File: config.mk
export PLATFORM = sky130hd
export DESIGN_NAME = muldiv_unit_flat
export DESIGN_NICKNAME = d
export VERILOG_FILES = /design/src/rtl/muldiv_pkg.sv /design/src/rtl/muldiv_if.sv /design/src/rtl/muldiv_sign_fix.sv /design/src/rtl/muldiv_unit.sv /design/src/flat_wrapper.sv
export SDC_FILE = /design/constraint.sdc
export NUM_CORES = 1
export LEC_CHECK = 0
export ABC_AREA = 1
export BUFFER_PORTS_ARGS = -buffer_cell sky130_fd_sc_hd__buf_2
export CAP_MARGIN = 15
export CORE_MARGIN = 2
export CORE_UTILIZATION = 60
export CTS_BUF_LIST = sky130_fd_sc_hd__clkbuf_4
export DETAILED_ROUTE_END_ITERATION = 8
export GPL_ROUTABILITY_DRIVEN = 0
export PLACE_DENSITY = 0.82
export SETUP_SLACK_MARGIN = 0.02
export SLEW_MARGIN = 0
export SYNTH_ARGS = -nofsm -noshare
export SYNTH_HDL_FRONTEND = slang
export SYNTH_SLANG_ARGS = --single-unit
File: constraint.sdc
create_clock -name clk_i -period 3.2 [get_ports clk_i]
set_input_delay 0.32 -clock clk_i [delete_from_list [all_inputs] [get_ports clk_i]]
set_output_delay 0.32 -clock clk_i [all_outputs]
set_load 0.005 [all_outputs]
File: src/rtl/muldiv_pkg.sv
// muldiv_pkg: shared definitions for the iterative multiply/divide unit.
// Holds the FSM state enum, the funct3 operation encodings, the iteration
// counter width and a small helper that classifies divide-class ops.
package muldiv_pkg;

  // FSM states of the unit.
  typedef enum logic [1:0] {
    IDLE = 2'd0,
    CALC = 2'd1,
    DONE = 2'd2
  } state_e;

  // Operation encodings carried on funct3.
  localparam logic [2:0] F3_MUL    = 3'b000;
  localparam logic [2:0] F3_MULH   = 3'b001;
  localparam logic [2:0] F3_MULHSU = 3'b010;
  localparam logic [2:0] F3_MULHU  = 3'b011;
  localparam logic [2:0] F3_DIV    = 3'b100;
  localparam logic [2:0] F3_DIVU   = 3'b101;
  localparam logic [2:0] F3_REM    = 3'b110;
  localparam logic [2:0] F3_REMU   = 3'b111;

  // Iteration counter: 32 steps, counting 0..31.
  localparam int CNT_W = 5;
  localparam logic [CNT_W-1:0] CNT_LAST = '1;

  // Divide-class ops all have funct3[2] set.
  function automatic logic is_div_op(logic [2:0] f3);
    return f3[2];
  endfunction

endpackage

File: src/rtl/muldiv_if.sv
// muldiv_if: request/response bundle between a pipeline and muldiv_unit.
// Request side : start_i, funct3_i, rs1_data_i, rs2_data_i, rd_addr_i.
// Response side: busy_o, done_o, rd_wren_o, rd_addr_o, rd_data_o, err_o.
// Suffixes are named from the unit's point of view; the unit uses the
// slave modport and the requester uses the master modport.
interface muldiv_if;

  logic        start_i;
  logic [2:0]  funct3_i;
  logic [31:0] rs1_data_i;
  logic [31:0] rs2_data_i;
  logic [4:0]  rd_addr_i;

  logic        busy_o;
  logic        done_o;
  logic        rd_wren_o;
  logic [4:0]  rd_addr_o;
  logic [31:0] rd_data_o;
  logic        err_o;

  modport slave (
    input  start_i, funct3_i, rs1_data_i, rs2_data_i, rd_addr_i,
    output busy_o, done_o, rd_wren_o, rd_addr_o, rd_data_o, err_o
  );

  modport master (
    output start_i, funct3_i, rs1_data_i, rs2_data_i, rd_addr_i,
    input  busy_o, done_o, rd_wren_o, rd_addr_o, rd_data_o, err_o
  );

endinterface

File: src/rtl/muldiv_sign_fix.sv
// muldiv_sign_fix: combinational sign handling for muldiv_unit.
// Ports:
//   funct3_i, rs1_i, rs2_i : op and raw operands presented at start
//   a_mag_o, b_mag_o       : operand magnitudes fed to the unsigned core
//   neg_o                  : whether the final result must be negated
//   raw_i, neg_i           : unsigned core result and latched negate flag
//   fixed_o                : raw_i, two's-complement negated when neg_i
module muldiv_sign_fix
  import muldiv_pkg::*;
(
  input  logic [2:0]  funct3_i,
  input  logic [31:0] rs1_i,
  input  logic [31:0] rs2_i,
  output logic [31:0] a_mag_o,
  output logic [31:0] b_mag_o,
  output logic        neg_o,
  input  logic [63:0] raw_i,
  input  logic        neg_i,
  output logic [63:0] fixed_o
);

  logic a_signed;
  logic b_signed;
  logic a_neg;
  logic b_neg;

  // Decide which operands are signed, strip their signs, and work out the
  // result sign. Remainders follow the dividend; everything else follows
  // the XOR of the operand signs.
  always_comb begin
    a_signed = 1'b0;
    b_signed = 1'b0;
    case (funct3_i)
      F3_MUL, F3_MULH, F3_DIV, F3_REM: begin
        a_signed = 1'b1;
        b_signed = 1'b1;
      end
      F3_MULHSU: a_signed = 1'b1;
      default: ;
    endcase
    a_neg   = a_signed & rs1_i[31];
    b_neg   = b_signed & rs2_i[31];
    a_mag_o = a_neg ? (~rs1_i + 32'd1) : rs1_i;
    b_mag_o = b_neg ? (~rs2_i + 32'd1) : rs2_i;
    neg_o   = (funct3_i == F3_REM) ? a_neg : (a_neg ^ b_neg);
    fixed_o = neg_i ? (~raw_i + 64'd1) : raw_i;
  end

endmodule

File: src/rtl/muldiv_unit.sv
// muldiv_unit: iterative 32-bit multiply/divide unit (RV32M style).
// Ports:
//   clk_i, rst_i : clock and synchronous active-high reset
//   bus          : muldiv_if.slave request/response bundle
// Multiplies use a 32-step shift-add on operand magnitudes; divides use a
// 32-step restoring divider. Divide-by-zero and signed overflow complete in
// one cycle without iterating.
// Macro MULDIV_DIV_EN: when defined, divide/remainder ops are implemented.
// When undefined, no divider is built and any funct3[2]=1 op completes in
// one cycle with rd_data_o = 0 and err_o = 1.
module muldiv_unit
  import muldiv_pkg::*;
(
  input logic     clk_i,
  input logic     rst_i,
  muldiv_if.slave bus
);

  state_e            state_q, state_d;
  logic [CNT_W-1:0]  cnt_q, cnt_d;
  logic [63:0]       acc_q, acc_d;
  logic [31:0]       opnd_q, opnd_d;
  logic [2:0]        f3_q, f3_d;
  logic              neg_q, neg_d;
  logic [4:0]        rd_addr_q, rd_addr_d;
  logic [31:0]       result_q, result_d;
  logic              err_q, err_d;

  logic [31:0]       a_mag;
  logic [31:0]       b_mag;
  logic              start_neg;
  logic [63:0]       raw_res;
  logic [63:0]       fixed_res;
  logic [31:0]       final_res;

  logic [32:0]       mul_sum;
  logic [63:0]       mul_next;
  logic [63:0]       acc_step;

  logic              fast;
  logic [31:0]       fast_res;
  logic              fast_err;

  muldiv_sign_fix u_sign_fix (
    .funct3_i (bus.funct3_i),
    .rs1_i    (bus.rs1_data_i),
    .rs2_i    (bus.rs2_data_i),
    .a_mag_o  (a_mag),
    .b_mag_o  (b_mag),
    .neg_o    (start_neg),
    .raw_i    (raw_res),
    .neg_i    (neg_q),
    .fixed_o  (fixed_res)
  );

  // Multiply step: acc holds {partial product, remaining multiplier bits}.
  // Add the multiplicand into the upper half when the multiplier LSB is set,
  // then shift the whole thing right by one.
  always_comb begin
    mul_sum  = {1'b0, acc_q[63:32]} + (acc_q[0] ? {1'b0, opnd_q} : 33'd0);
    mul_next = {mul_sum, acc_q[31:1]};
  end

`ifdef MULDIV_DIV_EN
  logic [32:0] div_shift;
  logic [32:0] div_diff;
  logic [63:0] div_next;

  // Restoring divide step: acc holds {remainder, dividend/quotient bits}.
  // Shift the next dividend bit into the remainder, try subtracting the
  // divisor, and keep the difference only if it did not go negative.
  always_comb begin
    div_shift = {acc_q[63:32], acc_q[31]};
    div_diff  = div_shift - {1'b0, opnd_q};
    div_next  = div_diff[32] ? {div_shift[31:0], acc_q[30:0], 1'b0}
                             : {div_diff[31:0],  acc_q[30:0], 1'b1};
  end

  // Pick the step for the op in flight and present the unsigned result to
  // the sign fixer. Division results sit in the low word so that a 64-bit
  // negate gives the right 32-bit answer.
  always_comb begin
    acc_step = is_div_op(f3_q) ? div_next : mul_next;
    raw_res  = is_div_op(f3_q) ? {32'd0, (f3_q[1] ? acc_step[63:32] : acc_step[31:0])}
                               : acc_step;
  end

  // Divide-by-zero and most-negative / -1 are answered directly.
  always_comb begin
    logic div_zero;
    logic ovf;
    div_zero = (bus.rs2_data_i == 32'd0);
    ovf      = ((bus.funct3_i == F3_DIV) || (bus.funct3_i == F3_REM)) &&
               (bus.rs1_data_i == 32'h8000_0000) && (bus.rs2_data_i == 32'hFFFF_FFFF);
    fast     = is_div_op(bus.funct3_i) && (div_zero || ovf);
    fast_err = 1'b0;
    if (div_zero) begin
      fast_res = bus.funct3_i[1] ? bus.rs1_data_i : 32'hFFFF_FFFF;
    end else begin
      fast_res = bus.funct3_i[1] ? 32'd0 : 32'h8000_0000;
    end
  end
`else
  // Only multiplies iterate when the divider is left out.
  always_comb begin
    acc_step = mul_next;
    raw_res  = acc_step;
  end

  // Every divide-class op is rejected immediately with an error flag.
  always_comb begin
    fast     = is_div_op(bus.funct3_i);
    fast_res = 32'd0;
    fast_err = 1'b1;
  end
`endif

  // MUL and the divide family return the low word; MULH* the high word.
  always_comb begin
    final_res = ((f3_q == F3_MUL) || is_div_op(f3_q)) ? fixed_res[31:0]
                                                      : fixed_res[63:32];
  end

  // Next-state logic. A start is only taken in IDLE or DONE; starts seen in
  // CALC are dropped. Operands are loaded so that the iterating value sits
  // in the low half of acc and the fixed operand lives in opnd.
  always_comb begin
    state_d   = state_q;
    cnt_d     = cnt_q;
    acc_d     = acc_q;
    opnd_d    = opnd_q;
    f3_d      = f3_q;
    neg_d     = neg_q;
    rd_addr_d = rd_addr_q;
    result_d  = result_q;
    err_d     = err_q;
    case (state_q)
      IDLE, DONE: begin
        if (bus.start_i) begin
          f3_d      = bus.funct3_i;
          rd_addr_d = bus.rd_addr_i;
          neg_d     = start_neg;
          cnt_d     = '0;
          err_d     = 1'b0;
          if (fast) begin
            state_d  = DONE;
            result_d = fast_res;
            err_d    = fast_err;
          end else begin
            state_d = CALC;
            if (is_div_op(bus.funct3_i)) begin
              acc_d  = {32'd0, a_mag};
              opnd_d = b_mag;
            end else begin
              acc_d  = {32'd0, b_mag};
              opnd_d = a_mag;
            end
          end
        end else begin
          state_d = IDLE;
        end
      end
      CALC: begin
        acc_d = acc_step;
        cnt_d = cnt_q + CNT_W'(1);
        if (cnt_q == CNT_LAST) begin
          state_d  = DONE;
          result_d = final_res;
        end
      end
      default: state_d = IDLE;
    endcase
  end

  // State and datapath registers with synchronous reset.
  always_ff @(posedge clk_i) begin
    if (rst_i) begin
      state_q   <= IDLE;
      cnt_q     <= '0;
      acc_q     <= '0;
      opnd_q    <= '0;
      f3_q      <= '0;
      neg_q     <= 1'b0;
      rd_addr_q <= '0;
      result_q  <= '0;
      err_q     <= 1'b0;
    end else begin
      state_q   <= state_d;
      cnt_q     <= cnt_d;
      acc_q     <= acc_d;
      opnd_q    <= opnd_d;
      f3_q      <= f3_d;
      neg_q     <= neg_d;
      rd_addr_q <= rd_addr_d;
      result_q  <= result_d;
      err_q     <= err_d;
    end
  end

  // Outputs are decoded from the state; err and the write enable are only
  // ever visible during the single DONE cycle.
  assign bus.busy_o    = (state_q == CALC);
  assign bus.done_o    = (state_q == DONE);
  assign bus.err_o     = bus.done_o & err_q;
  assign bus.rd_wren_o = bus.done_o & ~err_q & (rd_addr_q != 5'd0);
  assign bus.rd_addr_o = rd_addr_q;
  assign bus.rd_data_o = result_q;

endmodule

File: src/flat_wrapper.sv
// flat-port wrapper written by rule: the top's interface ports become plain ports
module muldiv_unit_flat import muldiv_pkg::*;
  (clk_i, rst_i, bus_start_i, bus_funct3_i, bus_rs1_data_i, bus_rs2_data_i, bus_rd_addr_i, bus_busy_o, bus_done_o, bus_rd_wren_o, bus_rd_addr_o, bus_rd_data_o, bus_err_o);
  muldiv_if bus_i ();
  input logic clk_i;
  input logic rst_i;
  input wire logic [$bits(bus_i.start_i)-1:0] bus_start_i;
  input wire logic [$bits(bus_i.funct3_i)-1:0] bus_funct3_i;
  input wire logic [$bits(bus_i.rs1_data_i)-1:0] bus_rs1_data_i;
  input wire logic [$bits(bus_i.rs2_data_i)-1:0] bus_rs2_data_i;
  input wire logic [$bits(bus_i.rd_addr_i)-1:0] bus_rd_addr_i;
  output wire logic [$bits(bus_i.busy_o)-1:0] bus_busy_o;
  output wire logic [$bits(bus_i.done_o)-1:0] bus_done_o;
  output wire logic [$bits(bus_i.rd_wren_o)-1:0] bus_rd_wren_o;
  output wire logic [$bits(bus_i.rd_addr_o)-1:0] bus_rd_addr_o;
  output wire logic [$bits(bus_i.rd_data_o)-1:0] bus_rd_data_o;
  output wire logic [$bits(bus_i.err_o)-1:0] bus_err_o;
  assign bus_i.start_i = bus_start_i;
  assign bus_i.funct3_i = bus_funct3_i;
  assign bus_i.rs1_data_i = bus_rs1_data_i;
  assign bus_i.rs2_data_i = bus_rs2_data_i;
  assign bus_i.rd_addr_i = bus_rd_addr_i;
  assign bus_busy_o = bus_i.busy_o;
  assign bus_done_o = bus_i.done_o;
  assign bus_rd_wren_o = bus_i.rd_wren_o;
  assign bus_rd_addr_o = bus_i.rd_addr_o;
  assign bus_rd_data_o = bus_i.rd_data_o;
  assign bus_err_o = bus_i.err_o;
  muldiv_unit u_core (.clk_i(clk_i), .rst_i(rst_i), .bus(bus_i));
endmodule
== Word level (Yosys, flattened, before mapping) ==
Index checks and enable logic that the tools add are counted.
Storage, ports and cells
  register bits: 145
Operators by class
  bitwise gates (word level): 11
  equal/unequal tests: 11
  muxes and demuxes: 22
  add/subtract/negate cells: 5
  reductions and logical operators: 14
Operators with widths (count)
  32-bit two-way mux: 7
  64-bit two-way mux: 3
  64-bit one-hot mux with 2 select lines: 1
  32-bit by 1-bit adder with 32-bit output (second input constant): 2
  64-bit by 1-bit adder with 64-bit output (second input constant): 1
  32-bit NOT: 2
  64-bit NOT: 1
  32-bit one-hot mux with 2 select lines: 1
  32-bit by 33-bit adder with 33-bit output: 1
  5-bit one-hot mux with 2 select lines: 1
  3-bit equality test (second input constant): 2
  3-bit zero test: 2
  2-bit two-way mux: 3
  2-bit != test (second input constant): 3
  3-bit AND reduction: 2
  5-bit by 1-bit adder with 5-bit output (second input constant): 1
  1-bit AND: 5
  5-bit equality test (second input constant): 1
  5-bit two-way mux: 1
  5-bit nonzero test: 1
  5-bit OR reduction: 1
  1-bit two-way mux: 4
  2-bit one-hot mux with 2 select lines: 1
  2-bit AND reduction: 2
  other kinds (13): 14

== Depth between registers and ports, before layout ==
  word-level depth: 8
  depth in mapped cells: 26
  gate-level depth less buffers: 24

== Cells and area by module ==
From an unflattened synthesis, not the netlist that was laid out.
Second synthesis, totals
  cells, all modules: 2182
  area total of the unflattened synthesis: 12622.1 sq um
By module, submodules not included
  muldiv_unit: times used 1, cells each 1297, area each 8301.7 sq um, sequential area each 2882.8 sq um
  muldiv_sign_fix: times used 1, cells each 885, area each 4320.4 sq um, sequential area each 0.0 sq um

== Least setup slack after synthesis ==
No wires, ideal clock.
  path type: reg2reg
  start point: register u_core.acc_q[0]
  end point: register u_core.result_q[30], in the netlist u_core.bus.rd_data_o[30]
  path buffers: 2
  cell stages (with the launch flop): 23
  required time: 3086 ps
  setup slack: 273 ps
  arrival: 2813 ps
  path through: dfxtp_1 -> clkbuf_1 -> clkbuf_1 -> nand2_1 -> inv_1 -> ha_1 -> fa_1 -> or2_1 -> nand2_1 -> nand2_1 -> nor2_1 -> nand3_1 -> or2_4 -> nor2_4 -> nand2_2 -> nor2_4 -> nand3_2 -> nand2_2 -> nand2_1 -> nand2_1 -> nand3_1 -> nand2_1 -> a21oi_2
On the way
  longest elaborated chain between the ends: 8
RTL lines
  start, declared: RTL line muldiv_unit.sv:21  | logic [63:0] acc_q, acc_d;
  start signal, assigned: RTL line muldiv_unit.sv:180  | acc_q <= '0;
  start signal, assigned: RTL line muldiv_unit.sv:190  | acc_q <= acc_d;
  32-bit two-way mux (*): RTL line muldiv_unit.sv:60  | mul_sum = {1'b0, acc_q[63:32]} + (acc_q[0] ? {1'b0, opnd_q} : 33'd0);
  32-bit by 33-bit adder with 33-bit output (*): RTL line muldiv_unit.sv:60
  64-bit NOT: RTL line muldiv_sign_fix.sv:46  | fixed_o = neg_i ? (~raw_i + 64'd1) : raw_i;
  64-bit by 1-bit adder with 64-bit output: RTL line muldiv_sign_fix.sv:46
  64-bit two-way mux (*): RTL line muldiv_sign_fix.sv:46
  32-bit two-way mux (*): RTL line muldiv_unit.sv:120  | final_res = ((f3_q == F3_MUL) || is_div_op(f3_q)) ? fixed_res[31:0]
  32-bit two-way mux (*): RTL line muldiv_unit.sv:166  | if (cnt_q == CNT_LAST) begin
  32-bit one-hot mux with 2 select lines (*): RTL line muldiv_unit.sv:137  | case (state_q)
  end signal, assigned: RTL line muldiv_unit.sv:195  | result_q <= result_d;
  end, declared: RTL line muldiv_unit.sv:26  | logic [31:0] result_q, result_d;
Every way passes the cells marked *; elsewhere a longest branch is shown, timed or not. The select of a mux whose other input is x is not followed.
A chain may end at the register's enable or synchronous reset.

== Worst setup path after layout ==
  start point: register u_core.acc_q[0]
  end point: register u_core.result_q[31], in the netlist u_core.bus.rd_data_o[31]
The elaborated chain is that of the path after synthesis.

==> impl_metrics.ini <==
[global_routing]
grt_usage_pct = 34.32
grt_first_pass_wirelength_um = 60330
busiest_layer = met2
antenna_found_initial = 1
grt_overflow = 0
grt.met1_usage_pct = 47.50
gr-usage-met3_pct = 4.844
grt_max_degree = 103
grtUsageMet2_pct = 54.48
grt_pass1_vias = 12400

[synth]
synth_edf_count = 0
synth_area_um2 = 12160
synth.avg_cell_area_um2 = 5.743
syn-instance-count = 2118
synthesis.yosys.warnings = 0
yosys-top-cells-area = dfxtp_1, nand2_1, inv_1
yosysUniqueCellTypes = 55
synthArstFlopShare_pct = 0
yosysSeqAreaShare_pct = 23.70
synth_ff_type = dfxtp_1
synth.largest_area_cell = dfxtp_1
synth_top_area_share_pct = 23.70
postSynthRegisterBits = 144
syn_nets = 2231

[cts]
htree_levels = 4
clockBufferDepth = 2
numCtsBuffers = 17
insertion_delay_ns = 0.59
cts_tree = built
clock_sinks = 144
cts_root_buffer = clkbuf_4
clk_pin_slew_ns = 0.14

[power_and_ir_drop]
p_switching_mw = 1.603
power_mw = 4.248
swShare_pct = 37.74
p_int_mw = 2.645
p_comb_share_pct = 26.1
pwr_density_cell_nw_per_um2 = 315.5
vdd_drop_max_mv = 0.3197
seq_power_share_pct = 45.7
leakage_nw = 6.832
pwr-share-clk_pct = 28.2

[floorplanning]
initial_utilization_pct = 60.70
core.rowCount = 52
core_um2 = 20040
die_w_um = 146.4
die_area_um2 = 21430
die_y_um = 146.4
pin_count = 116

[setup_path]
cp_max_fo = 31
reg2reg_from = u_core.acc_q[0]
start_kind = register
startpoint = u_core.acc_q[0]
crit_path_end_kind = register
arrival_ns = 3.45
path_class = register to register
worstPathRequired_ns = 3.62

[layout]
final_common_cell = nand2_1
drive_above_1_share_pct = 14.02
final_cell_mix = nand2_1, inv_1, nor2_1
final_cell_area_um2 = 13460
area_delta_synth_final_pct = 10.69
nets = 2319

[run_status]
status = complete, no violations

[routing]
num_vias = 14040
viasPerCell = 5.635
first_pass_iters = 6
antenna_left = 0
drc = 0
wl_per_cell_um = 15.08
routed_wirelength_um = 37570
dr.first_iter.drc_count = 1416

[placed_design]
placed_area_um2 = 12900
numPortBuffers = 115
dp_hpwl_um = 28640

[timing]
fmax_mhz = 330.7
rsz0062_at_grt = yes
fin_hold_ws_ns = 0.04454
finClkSkew_ns = 0.03603
tightestPinTransition_ns = 1.120
drv_slew = 0
setup_violations = 0
max_slew_margin_pct = 25.30
hold_viol = 0
tns_ns = 0
fin_crit_ns = 3.024
finalCritPeriodShare_pct = 94.51

[hold_path]
hp-start = bus_funct3_i[0]
hp-class = input port to register

[run]
cap_violations = 0
==> worst max-delay path: stages, from the launching register on <==
cell     delay, ns
dfxtp_2       0.36
buf_12        0.16
nand2_1       0.07
inv_1         0.07
ha_2          0.40
nand2_1       0.13
nor2_2        0.19
nand2_1       0.12
nor2_1        0.10
nand2_1       0.09
nand3_1       0.09
nand2_1       0.05
nand2_1       0.18
nand2_1       0.12
nor2_1        0.18
nand3_1       0.16
nand2_2       0.10
nand2_1       0.06
nand2_1       0.06
nand3_1       0.06
nand2_1       0.06
a21oi_1       0.05
==> cell type report <==
cell class | instances | area, µm²
well taps | 270 | 337.8
flip-flops and latches | 144 | 2885
repair buffers | 140 | 798.3
clock buffers | 17 | 127.6
multi-input cells | 1587 | 7971
fillers | 1935 | 6576
inverters | 316 | 1186
clock inverters | 15 | 151.4
diodes | 2 | 5.005
==> power by group through the flow <==
stage	sequential [mW]	combinational [mW]	clock, mW
floorplan	1.95	0.777	0
global route	1.95	1.23	1.28
finish	1.94	1.11	1.20
global placement	1.98	1.04	0
detailed placement	1.98	1.06	0
CTS	1.94	1.07	1.21
==> state kept, by name, indices dropped and copies added (netlist names) <==
name	cells
u_core.opnd_q	32
u_core.state_q	2
u_core.bus.rd_data_o	32
u_core.acc_q	64
u_core.f3_q	3
u_core.cnt_q	5
u_core.bus.rd_addr_o	5
u_core.neg_q	1
==> cell families (layout without fill, tap and decap cells) <==
family          after synthesis  after routing  share of synthesized area [%]
buf+inv                     387            488                          12.52
compound gates              314            314                          14.38
flops                       144            144                          23.70
simple gates               1201           1201                          42.98
xor+xnor                     34             34                          2.448
fa+ha+maj                    38             38                          3.971
other cells                   0              2                              0
==> cell usage after synthesis, types with 9 or more instances <==
master	count
a31oi_1	38
nor2_4	11
or2_2	12
xor2_1	24
a21oi_1	135
o211ai_1	9
o21ai_0	95
nor2_1	181
clkbuf_1	52
dfxtp_1	144
nand3_1	148
nand3_2	9
nand2_2	27
nand2_1	704
ha_1	37
nand4_1	24
nor2_2	9
nor4_1	10
xnor2_1	10
nor3_1	33
nand3b_1	13
inv_1	304
==> metal layers <==
metal	wire [µm]	share of wire, %
met3	3509	9.3
met5	0	0
met2	16370	44
met4	1366	3.6
met1	16320	43
==> final timing paths <==
check                             endpoint  slack [ns]  cells after the start
hold / removal              u_core.f3_q[0]        0.04                      3
hold reg to reg   u_core.bus.rd_data_o[12]        0.47                      2
setup / recovery  u_core.bus.rd_data_o[31]        0.18                     21
setup reg to reg  u_core.bus.rd_data_o[31]        0.18                     21
==> what timing repair did <==
action                     CTS  global route
buffers inserted             0             1
resized for setup            0            62
hold endpoints to repair     8             0
setup endpoints to repair    0            23
hold buffers                 8             0
==> metrics by stage <==
step                      std cells  setup WS, ns  util [%]
after floorplan                2118        0.2731         -
after CTS                      2488        0.1232     66.18
after detailed placement       2448        0.1443     64.39
after global routing           2491      -0.03513     67.18
after global placement         2448        0.1907     64.39
final                          2491        0.1758     67.18
Note: power is estimated with default switching activity, not from simulation.
